==> config.mk <==
export PLATFORM = sky130hd
export DESIGN_NAME = flex_counter_mc
export DESIGN_NICKNAME = d
export VERILOG_FILES = /design/src/rtl/flex_counter_pkg.sv /design/src/rtl/flex_counter_ch.sv /design/src/rtl/flex_counter_mc.sv
export SDC_FILE = /design/constraint.sdc
export NUM_CORES = 1
export LEC_CHECK = 0
export ABC_CLOCK_PERIOD_IN_PS = 6500
export CAP_MARGIN = 20
export CORE_MARGIN = 1.5
export CORE_UTILIZATION = 35
export DETAILED_ROUTE_END_ITERATION = 10
export SYNTH_ARGS = -nofsm -noshare
export SYNTH_HDL_FRONTEND = slang
export SYNTH_HIERARCHICAL = 1
export SYNTH_SLANG_ARGS = --single-unit
==> constraint.sdc <==
create_clock -name clk -period 6.5 [get_ports clk]
set_input_delay 0.65 -clock clk [delete_from_list [all_inputs] [get_ports clk]]
set_output_delay 0.65 -clock clk [all_outputs]
set_load 0.02 [all_outputs]
==> src/rtl/flex_counter_pkg.sv <==
// Shared types for the multi-channel flexible counter.
// Terminal-mode and per-channel state encodings plus the mode decoder.
package flex_counter_pkg;

   typedef enum logic [1:0] {
      WRAP    = 2'b00,
      SAT     = 2'b01,
      ONESHOT = 2'b10
   } mode_t;

   typedef enum logic [1:0] {
      IDLE = 2'b00,
      RUN  = 2'b01,
      DONE = 2'b10
   } state_t;

   // The unused encoding 2'b11 behaves as WRAP.
   function automatic mode_t decode_mode(input logic [1:0] m);
      return (m == 2'b11) ? WRAP : mode_t'(m);
   endfunction

endpackage

==> src/rtl/flex_counter_ch.sv <==
// One counter channel: IDLE/RUN/DONE state, ranged up/down count with clamp,
// terminal flag, wrap pulse and carry. All outputs registered except adv/carry/next-state taps.
module flex_counter_ch
   import flex_counter_pkg::*;
#(
   parameter int W = 8
) (
   input  logic         clk_i,
   input  logic         rst_i,
   input  logic         clear_i,
   input  logic         load_i,
   input  logic         en_i,
   input  logic         adv_ok_i,
   input  logic         dir_i,
   input  mode_t        mode_i,
   input  logic         self_done_en_i,
   input  logic         done_set_i,
   input  logic [W-1:0] step_i,
   input  logic [W-1:0] lo_i,
   input  logic [W-1:0] hi_i,
   output logic         adv_o,
   output logic         carry_o,
   output logic         at_term_o,
   output logic         nxt_term_o,
   output logic         run_d_o,
   output logic [W-1:0] count_o,
   output logic         flag_o,
   output logic         wrap_o,
   output logic         done_o
);

   logic [W-1:0] count_q, count_d;
   state_t       state_q, state_d;
   logic         flag_q, flag_d;
   logic         wrap_q, wrap_d;

   logic [W-1:0] origin, term, step_eff, stepped;
   logic [W:0]   sum, diff;
   logic         at_term, adv;

   always_comb begin
      origin   = dir_i ? hi_i : lo_i;
      term     = dir_i ? lo_i : hi_i;
      step_eff = (step_i == '0) ? {{(W-1){1'b0}}, 1'b1} : step_i;
      at_term  = dir_i ? (count_q <= lo_i) : (count_q >= hi_i);
      adv      = en_i && (state_q == RUN) && adv_ok_i;

      // Extra bit catches overflow going up and borrow going down; both clamp to terminal.
      sum  = {1'b0, count_q} + {1'b0, step_eff};
      diff = {1'b0, count_q} - {1'b0, step_eff};
      if (dir_i)
         stepped = (diff[W] || (diff[W-1:0] <= lo_i)) ? lo_i : diff[W-1:0];
      else
         stepped = (sum >= {1'b0, hi_i}) ? hi_i : sum[W-1:0];

      count_d = count_q;
      wrap_d  = 1'b0;
      if (clear_i) begin
         count_d = '0;
      end else if (load_i) begin
         count_d = origin;
      end else if (adv) begin
         if (at_term) begin
            if (mode_i == WRAP) begin
               count_d = origin;
               wrap_d  = 1'b1;
            end
         end else begin
            count_d = stepped;
         end
      end

      state_d = state_q;
      if (clear_i)
         state_d = IDLE;
      else if (load_i)
         state_d = RUN;
      else if ((state_q == RUN) &&
               ((self_done_en_i && adv && (at_term || (stepped == term))) || done_set_i))
         state_d = DONE;

      nxt_term_o = (count_d == term);
      flag_d     = !clear_i && nxt_term_o;
   end

   always_ff @(posedge clk_i or posedge rst_i) begin
      if (rst_i) begin
         count_q <= '0;
         state_q <= IDLE;
         flag_q  <= 1'b0;
         wrap_q  <= 1'b0;
      end else begin
         count_q <= count_d;
         state_q <= state_d;
         flag_q  <= flag_d;
         wrap_q  <= wrap_d;
      end
   end

   assign adv_o     = adv;
   assign carry_o   = adv && at_term;
   assign at_term_o = at_term;
   assign run_d_o   = (state_d == RUN);
   assign count_o   = count_q;
   assign flag_o    = flag_q;
   assign wrap_o    = wrap_q;
   assign done_o    = (state_q == DONE);

endmodule

==> src/rtl/flex_counter_mc.sv <==
// NUM_CH flexible counters, optionally chained into a mixed-radix counter via a
// combinational carry chain; chain-terminal hold/done logic and registered busy.
module flex_counter_mc
   import flex_counter_pkg::*;
#(
   parameter int NUM_CNT_BITS = 8,
   parameter int NUM_CH       = 2,
   parameter int CASCADE      = 1
) (
   input  logic                           clk,
   input  logic                           rst,
   input  logic                           clear,
   input  logic                           load,
   input  logic [NUM_CH-1:0]              count_enable,
   input  logic                           dir,
   input  logic [1:0]                     mode,
   input  logic [NUM_CNT_BITS-1:0]        step,
   input  logic [NUM_CH*NUM_CNT_BITS-1:0] start_val,
   input  logic [NUM_CH*NUM_CNT_BITS-1:0] rollover_val,
   output logic [NUM_CH*NUM_CNT_BITS-1:0] count_out,
   output logic [NUM_CH-1:0]              rollover_flag,
   output logic [NUM_CH-1:0]              wrap_pulse,
   output logic [NUM_CH-1:0]              done,
   output logic                           busy
);

   localparam int W = NUM_CNT_BITS;

   mode_t             mode_eff;
   logic [NUM_CH-1:0] adv_v, at_term_v, nxt_term_v, run_d_v;
   logic              hold, done_set, self_done_en;
   logic              busy_q;

   assign mode_eff     = decode_mode(mode);
   assign self_done_en = (CASCADE == 0) && (mode_eff == ONESHOT);

   // A saturated/finished chain freezes as a whole once every channel sits at terminal.
   assign hold     = (CASCADE != 0) && (mode_eff != WRAP) && (&at_term_v);
   assign done_set = (CASCADE != 0) && (mode_eff == ONESHOT) && (|adv_v) && (&nxt_term_v);

   for (genvar i = 0; i < NUM_CH; i++) begin : g_ch
      logic  cin;
      logic  carry;
      mode_t ch_mode;

      if (i == 0 || CASCADE == 0) begin : g_head
         assign cin = 1'b1;
      end else begin : g_link
         assign cin = g_ch[i-1].carry;
      end

      assign ch_mode = (CASCADE != 0 && i < NUM_CH - 1) ? WRAP : mode_eff;

      flex_counter_ch #(.W(W)) u_ch (
         .clk_i          (clk),
         .rst_i          (rst),
         .clear_i        (clear),
         .load_i         (load),
         .en_i           (count_enable[i]),
         .adv_ok_i       (cin && !hold),
         .dir_i          (dir),
         .mode_i         (ch_mode),
         .self_done_en_i (self_done_en),
         .done_set_i     (done_set),
         .step_i         (step),
         .lo_i           (start_val[i*W +: W]),
         .hi_i           (rollover_val[i*W +: W]),
         .adv_o          (adv_v[i]),
         .carry_o        (carry),
         .at_term_o      (at_term_v[i]),
         .nxt_term_o     (nxt_term_v[i]),
         .run_d_o        (run_d_v[i]),
         .count_o        (count_out[i*W +: W]),
         .flag_o         (rollover_flag[i]),
         .wrap_o         (wrap_pulse[i]),
         .done_o         (done[i])
      );
   end

   always_ff @(posedge clk or posedge rst) begin
      if (rst)
         busy_q <= 1'b0;
      else
         busy_q <= |run_d_v;
   end

   assign busy = busy_q;

endmodule
==> results.toml, run 1 <==
[run_status]
outcome = "complete, no violations"

[worst_setup_path]
r2r_start = "g_ch[0].u_ch/count_o[1]"
rrSetupSlack_ns = 0.87
r2r_end = "busy"
end_kind = "flip-flop"
arrival_ns = 6.34
path_class = "in2reg"
crit_path_start_kind = "input port"
critPathMaxFanout = 5
ff2ff_path_depth = 22
crit_required_ns = 6.66

[clock_network]
clk_pin_slew_ns = 0.07
htreeDepth = 1
clockBufferDepth = 2
clock-sinks = 25
clkLatencyLatePin_ns = 0.27
cts_made_buffers = 3
cts-root-buf = "clkbuf_16"
ctsHoldBuffers = 0
cts_tree = "yes"

[floorplanning]
die-area_sq_um = 20500
chipWidth_microns = 143
initial_utilization = 0.355
ioPinCount = 72
placementRows = 51
die_y_microns = 143
design.core.area_sq_um = 19300

[pwr]
p_total_uw = 1220
seq_power_share = 0.154
share_comb_of_total_power = 0.723
p_clk_frac = 0.122
power.internal_uw = 645
power_density_nw_per_um2 = 145
p_sw_uw = 577
power.leakage_uw = 0.00380
swShare = 0.472
vdd_ir_drop_max_uv = 80.1

[timing]
hold_viol = 0
fin_crit_ns = 6.19
skew_ns = 0.00362
setup_slack_ns = 0.315
period_share = 0.952
relSlewSlack = 0.419
worstMarginPinSlew_ns = 0.869
setup_viol = 0
final_max_slew_viol_count = 0
fmax_mhz = 162

[logic_synthesis]
synthCells = 905
synthSimpleGateAreaFrac = 0.216
yosys_warnings = 6
avgSynthCellArea_sq_um = 7.58
synth_xor_area_frac = 0.0561
synth-seq-area-share = 0.0911
synth_compound_area_frac = 0.311
netlist_area_sq_um = 6860
ys_ff_latch = 25
ys_dominant_reg_cell = "dfrtp_1"
synth_area_leaders = "ha_1 (18%), dfrtp_1 (9.1%), mux2i_1 (5.0%), a21oi_1 (4.8%), xnor2_1 (4.3%)"
async_reset_ff_frac = 1.00
synth_edf_count = 0
synthMuxAreaShare = 0.0600
synth_fa_ha_area_frac = 0.190
synth_top_family_by_area = "compound AO/OA/AOI/OAI gates"
synth_cell_types = 100
yosys.area.top_type = "ha_1"
synth.top_cell.area_share = 0.179

[drt]
wire_per_inst_microns = 19.0
drc = 0
postRouteAntennaNets = 0
vias = 7410
via_per_inst = 5.78
first_pass_iters = 6
wirelength_mm = 24.4
first_iter_violations = 551

[grt]
grtUsageTotal = 0.237
grt-ovfl-total = 0
grt_max_degree = 33
antenna_found_initial = 0
grt_pass1_wl_mm = 38.0
first_global_vias = 7012

[min_path]
hp-class = "in2async"

[placement]
dp_hpwl_mm = 19.9
dpl_worst_slack_ns = -0.0590
io_buffers = 71
gp_congestion = 0.939

[cells_and_area]
syn2layout_area_growth_pct = 22.5
fin_util = 0.435
final_common_cell = "ha_1"
final_cell_mix = "ha_1 (98), buf_4 (78), nor2_1 (72), inv_1 (70), clkdlybuf4s50_1 (70)"
nets = 1170
drive_gt1_frac = 0.134
n_antenna_cell = 0

[flow_run]
cap_violations = 0
## metrics by stage
stage / cells / TNS (ns) / area, sq um / hold slack (ns)
after detailed placement: 1279 / -0.0590 / 8300 / 0.546
after global placement: 1279 / 0 / 8300 / 0.551
after global routing: 1283 / -0.00255 / 8410 / 0.569
final: 1283 / 0 / 8410 / 0.569
after CTS: 1283 / 0 / 8370 / 0.568
after floorplan: 911 / 0 / 6890 / 0.379
## flip-flops by register name, summed over array words and instances, names as in the netlist
register and flops:
busy 1, g_ch.u_ch/state_q 4, g_ch.u_ch/wrap_o 2, g_ch.u_ch/count_o 16, g_ch.u_ch/flag_o 2
## worst max-delay path by stage
stage                            start    to  slack [ns]
after floorplan           start_val[6]  busy        0.87
after global placement         step[2]  busy        0.04
after detailed placement       step[2]  busy       -0.06
after CTS                      step[2]  busy        0.21
after global routing           step[2]  busy      -0.003
final                          step[2]  busy        0.31
## cell usage after synthesis (all sizes together), types with 17 or more instances
master	n
nor3	21
mux2i	34
nor2	72
clkbuf	27
o21ai	50
buf	20
nand2	53
dfrtp	25
nand3	19
inv	72
o21a	18
and3	17
a21oi	69
xnor2	34
nor2b	24
ha	98
## critical path: stages
cell	delay, ns
clkdlybuf4s50_1	0.56
nor4_2	0.07
a41o_1	0.28
ha_1	0.22
fa_1	0.38
nand2b_1	0.10
a21oi_2	0.07
a21o_2	0.21
xnor2_1	0.12
ha_1	0.29
a21o_1	0.18
a2111oi_4	0.37
o211ai_2	0.18
a21oi_4	0.25
mux2i_1	0.26
a41oi_2	0.16
or2_2	0.34
o211ai_1	0.23
nand4bb_1	0.20
a211oi_2	0.22
buf_4	0.14
o2111a_1	0.20
o21bai_1	0.14
nor3b_1	0.08
a21o_1	0.18
or2_2	0.26
## area by class of cell
cell class	count	area [sq um]
clock buffer	4	78.8
fill	1996	10900
inverter	75	282
multi-input combinational	764	5780
tap	265	332
sequential	25	626
timing repair buffer	150	1310
## what timing repair did
| action | 4_1_cts | 5_1_grt |
|---|---|---|
| gates resized for setup | 0 | 10 |
| setup endpoints to repair | 0 | 4 |
| buffers inserted | 0 | 0 |
## power groups by stage
stage | Clock (uW) | Sequential, uW | Combinational, uW
finish | 149 | 189 | 885
global route | 161 | 190 | 969
CTS | 152 | 189 | 869
detailed placement | 0 | 192 | 864
global placement | 0 | 192 | 858
floorplan | 0 | 194 | 569
## metal layers
| metal | vias to the layer above | GRT usage | part of all wire |
|---|---|---|---|
| met5 | - | 0 | 0 |
| met4 | 0 | 0.0624 | 0.031 |
| met3 | 37 | 0.0282 | 0.062 |
| met2 | 304 | 0.399 | 0.46 |
| met1 | 3477 | 0.317 | 0.45 |
| li1 | 3592 | - | - |
## cell families (layout without fill, tap and decap cells)
group	count (synthesis)	after routing
AO/OA/AOI/OAI	293	293
XOR/XNOR	44	44
adder cells (fa/ha/maj)	102	102
buffers and inverters	122	229
flip-flops	25	25
multiplexers	39	39
other	1	7
AND/OR/NAND/NOR	279	279
Note: power is estimated with default switching activity, not from simulation.
==> run 2: changes to the inputs <==
==> constraint.sdc (replaced) <==
create_clock -name clk -period 6.5 [get_ports clk]
set_input_delay 1.625 -clock clk [delete_from_list [all_inputs] [get_ports clk]]
set_output_delay 1.625 -clock clk [all_outputs]
set_load 0.02 [all_outputs]
==> results.toml, run 2 (synthesis results as in run 1) <==
[clock_network]
clk_pin_slew_ns = 0.07
clockBufferDepth = 2
cts_tree = "yes"
ctsHoldBuffers = 0
cts_made_buffers = 3
clock-sinks = 25
htreeDepth = 1
cts-root-buf = "clkbuf_16"
clkLatencyLatePin_ns = 0.27

[pwr]
power_density_nw_per_um2 = 144
p_total_uw = 1470
power.leakage_uw = 0.00478
vdd_ir_drop_max_uv = 96.5

[floorplanning]
die_y_microns = 143
ioPinCount = 72
initial_utilization = 0.355
placementRows = 51
design.core.area_sq_um = 19300
chipWidth_microns = 143
die-area_sq_um = 20500

[run_status]
outcome = "finished, violations left"
violations = "negative setup slack"

[cells_and_area]
drive_gt1_frac = 0.317
multi_input_area_sq_um = 6140
nFillCells = 1841
n_antenna_cell = 0
final_common_cell = "buf_4"
final_cell_mix = "buf_4 (248), ha_1 (91), nor2_1 (71), inv_1 (64)"
area.sequential_sq_um = 626
final_cells = 1467
fin_util = 0.529
largest_reg_flops = 16
syn2layout_area_growth_pct = 48.9
nets = 1354

[worst_setup_path]
max_stage_delay_ns = 0.40
r2r_start = "g_ch[0].u_ch/count_o[0]"
ff2ff_path_depth = 25
critPathMaxFanout = 6
r2r_end = "busy"
path_class = "in2reg"
end_kind = "flip-flop"
cp-startpoint = "step[1]"
arrival_ns = 6.78
crit_path_top_delay_cell = "o311a_2"
rrSetupSlack_ns = 0.96
crit_path_start_kind = "input port"
crit_required_ns = 6.66

[drt]
first_iter_violations = 579
first_pass_iters = 5
via_per_inst = 5.52
postRouteAntennaNets = 0
drc = 0
wirelength_mm = 27.0
wire_per_inst_microns = 18.4
vias = 8104

[grt]
antenna_found_initial = 0
grt_pass1_wl_mm = 41.8
grtUsageTotal = 0.262
grt_max_degree = 38
first_global_vias = 7959
grt-ovfl-total = 0

[placement]
dpl_worst_slack_ns = -0.975
place_inst = 1435
io_buffers = 71
dp_hpwl_mm = 21.2
gp_congestion = 0.965

[timing]
hold_viol = 0
fmax_mhz = 151
period_share = 1.02
skew_ns = 0.00272
setup_viol = 2
fin_crit_ns = 6.62
final_max_slew_viol_count = 0
relSlewSlack = 0.539
worstMarginPinSlew_ns = 0.690
setup_slack_ns = -0.116
rsz0062_at_grt = "true"

[min_path]
hp-class = "reg2reg"
hold_path_depth = 2
hp-start = "g_ch[0].u_ch/state_q[1]"
whs_endpoint = "g_ch[0].u_ch/state_q[1]"

[flow_run]
cap_violations = 0
## run 2: changes by cell type in the layout (fill, tap and decap cells not counted), moves of 6 or more
cell,previous run,this run
buf_4,78,248
buf_6,0,17
ha_1,98,91
inv_2,2,8
clkdlybuf4s50_1,70,62
inv_1,70,64
## run 2: cell type report
cell class,count,area share
Tap cell,265,0.0324
Multi-Input combinational cell,764,0.601
Clock inverter,1,0.000735
Timing Repair Buffer,334,0.270
Clock buffer,3,0.00735
Inverter,75,0.0275
Sequential cell,25,0.0612
## run 2: how the worst max path moves through the flow
stage | slack, ns | to
4_1_cts | -0.10 | busy
3_5_place_dp | -0.97 | busy
5_1_grt | -0.33 | busy
2_1_floorplan | 0.04 | busy
6_report | -0.12 | busy
3_3_place_gp | -0.89 | busy
## run 2: worst max-delay path: cells and delay by family
kind / cells / cell delay (ns)
AOI/OAI and AO/OA: 13 / 2.85
xor gates and xnor gates: 2 / 0.26
adders and majority gates: 3 / 0.77
buffers and inverters: 4 / 0.35
muxes: 1 / 0.29
and+or+nand+nor: 4 / 0.63
## run 2: report_power, final
| group | switching [uW] | leakage [uW] | total (uW) | internal (uW) |
|---|---|---|---|---|
| clock network | 65.4 | 0.0000371 | 149 | 84.0 |
| registers | 25.1 | 0.000329 | 190 | 165 |
| logic | 563 | 0.00441 | 1130 | 568 |
## run 2: per-stage QoR
step	TNS, ns	hold WS, ns	area (sq um)
3_5_place_dp	-4.54	0.552	9470
3_3_place_gp	-3.96	0.551	9470
4_1_cts	-0.193	0.588	9830
6_report	-0.191	0.571	10200
5_1_grt	-1.28	0.618	10200
2_1_floorplan	0	0.512	6890
## run 2: repair_timing
action                                  in CTS  in global routing
setup buffers                               11                 17
resized for setup                           83                 58
cloned                                       1                  0
endpoints found under the setup margin       5                  5
pin swaps                                   49                 35
## run 2: layer usage
metal	vias to the layer above	wire [microns]	track usage	part of all wire
met1	3778	11500	0.324	0.42
met4	0	1410	0.130	0.052
met5	-	0	0	0
li1	3958	-	-	-
met2	290	12600	0.443	0.47
met3	78	1500	0.0376	0.055
==> run 3: changes to the inputs <==
GPL_ROUTABILITY_DRIVEN = 0   (was not set)
==> results.toml, run 3 (synthesis results as in run 1) <==
[run_status]
outcome = "finished, violations left"
violations = "negative setup slack"

[floorplanning]
ioPinCount = 72
placementRows = 51
design.core.area_sq_um = 19300
initial_utilization = 0.355
die_y_microns = 143
die-area_sq_um = 20500
chipWidth_microns = 143

[cells_and_area]
final_cells = 1466
n_antenna_cell = 0
final_common_cell = "buf_4"
largest_reg_flops = 16
nets = 1353
drive_gt1_frac = 0.307
fin_util = 0.526
syn2layout_area_growth_pct = 48.0
final_cell_mix = "buf_4 (247), ha_1 (92), nor2_1 (71), inv_1 (68), clkdlybuf4s50_1 (62)"

[grt]
first_global_vias = 8024
antenna_found_initial = 0
grtUsageTotal = 0.264
grt_pass1_wl_mm = 42.1
grt_max_degree = 42
grt-ovfl-total = 0

[clock_network]
cts_tree = "yes"
clkLatencyLatePin_ns = 0.27
cts-root-buf = "clkbuf_16"
clk_pin_slew_ns = 0.07
clock-sinks = 25
cts_made_buffers = 3
htreeDepth = 1
clockBufferDepth = 2

[timing]
worstMarginPinSlew_ns = 0.708
skew_ns = 0.00463
holdWs_ns = 0.574
fin_crit_ns = 6.69
period_share = 1.03
rsz0062_at_grt = "true"
final_max_slew_viol_count = 0
setup_slack_ns = -0.191
hold_viol = 0
relSlewSlack = 0.527
fmax_mhz = 149
setup_viol = 4

[worst_setup_path]
cp-startpoint = "step[7]"
crit_required_ns = 6.66
r2r_end = "busy"
arrival_ns = 6.85
end_kind = "flip-flop"
r2r_start = "g_ch[0].u_ch/count_o[1]"
crit_path_top_delay_cell = "a41o_1"
crit_path_start_kind = "input port"
max_stage_delay_ns = 0.28
endpoint = "busy"
rrSetupSlack_ns = 0.95
ff2ff_path_depth = 25
path_class = "in2reg"
critPathMaxFanout = 4
cp_common_cell = "buf_4"

[placement]
dp_hpwl_mm = 21.0
io_buffers = 71
place_inst = 1428
dpl_worst_slack_ns = -1.06

[drt]
first_pass_iters = 5
vias = 8177
via_per_inst = 5.58
wire_per_inst_microns = 18.5
postRouteAntennaNets = 0
wirelength_mm = 27.2
first_iter_violations = 595
drc = 0

[pwr]
power_density_nw_per_um2 = 144
vdd_ir_drop_max_uv = 90.2
power.leakage_uw = 0.00477

[min_path]
hp-class = "reg2reg"

[flow_run]
cap_violations = 0
-- run 3: cell count changes in the layout (fill, tap and decap cells not counted), sizes merged --
cell	before	now
clkdlybuf4s15	1	0
buf	270	267
clkinvlp	1	0
clkbuf	4	7
dlygate4sd2	0	1
-- run 3: cell type report --
class / instances / area [sq um]
Clock buffer: 4 / 78.8
Timing Repair Buffer: 333 / 2730
Multi-Input combinational cell: 764 / 6110
Tap cell: 265 / 332
Inverter: 75 / 282
Fill cell: 1862 / 9170
Sequential cell: 25 / 626
-- run 3: worst min path at each step --
stage               cells after the start                 endpoint  slack [ns]                    start
floorplan                               1  g_ch[1].u_ch/state_q[1]        0.51  g_ch[1].u_ch/state_q[1]
global placement                        1  g_ch[1].u_ch/state_q[1]        0.55  g_ch[1].u_ch/state_q[1]
detailed placement                      1  g_ch[1].u_ch/state_q[1]        0.54  g_ch[1].u_ch/state_q[1]
CTS                                     2  g_ch[1].u_ch/state_q[0]        0.57  g_ch[1].u_ch/state_q[0]
global route                            2  g_ch[1].u_ch/state_q[0]        0.60  g_ch[1].u_ch/state_q[0]
finish                                  2  g_ch[1].u_ch/state_q[0]        0.57  g_ch[1].u_ch/state_q[0]
-- run 3: timing repair --
item                                    CTS  global route
pin swaps                                34            51
endpoints found under the setup margin    5             6
hold buffers                              0             0
setup buffers                            25            16
resized for setup                        65            57
-- run 3: report_power, final --
part	internal (uW)	switching [uW]	total (uW)
registers	165	24.3	189
clock network	84.4	64.4	149
logic	564	566	1130
total	813	654	1470
-- run 3: critical path: cells and delay by family --
family          cells  cell delay, ns
compound gates     10            2.08
buf+inv            16            1.91
fa+ha+maj           2            0.38
simple gates        6            0.83
-- run 3: per-stage QoR --
stage	TNS [ns]	instance area [sq um]	total power [uW]
after floorplan	0	6890	763
after global placement	-4.33	9430	1180
after detailed placement	-4.98	9430	1190
after CTS	-0.862	9890	1390
after global routing	-1.89	10200	1570
final	-0.494	10200	1470
-- run 3: metal layers --
metal | share of wire | GRT usage | routed length (microns)
met5 | 0 | 0 | 0
met4 | 0.044 | 0.0977 | 1200
met3 | 0.051 | 0.0332 | 1370
met2 | 0.48 | 0.463 | 13000
met1 | 0.43 | 0.329 | 11600
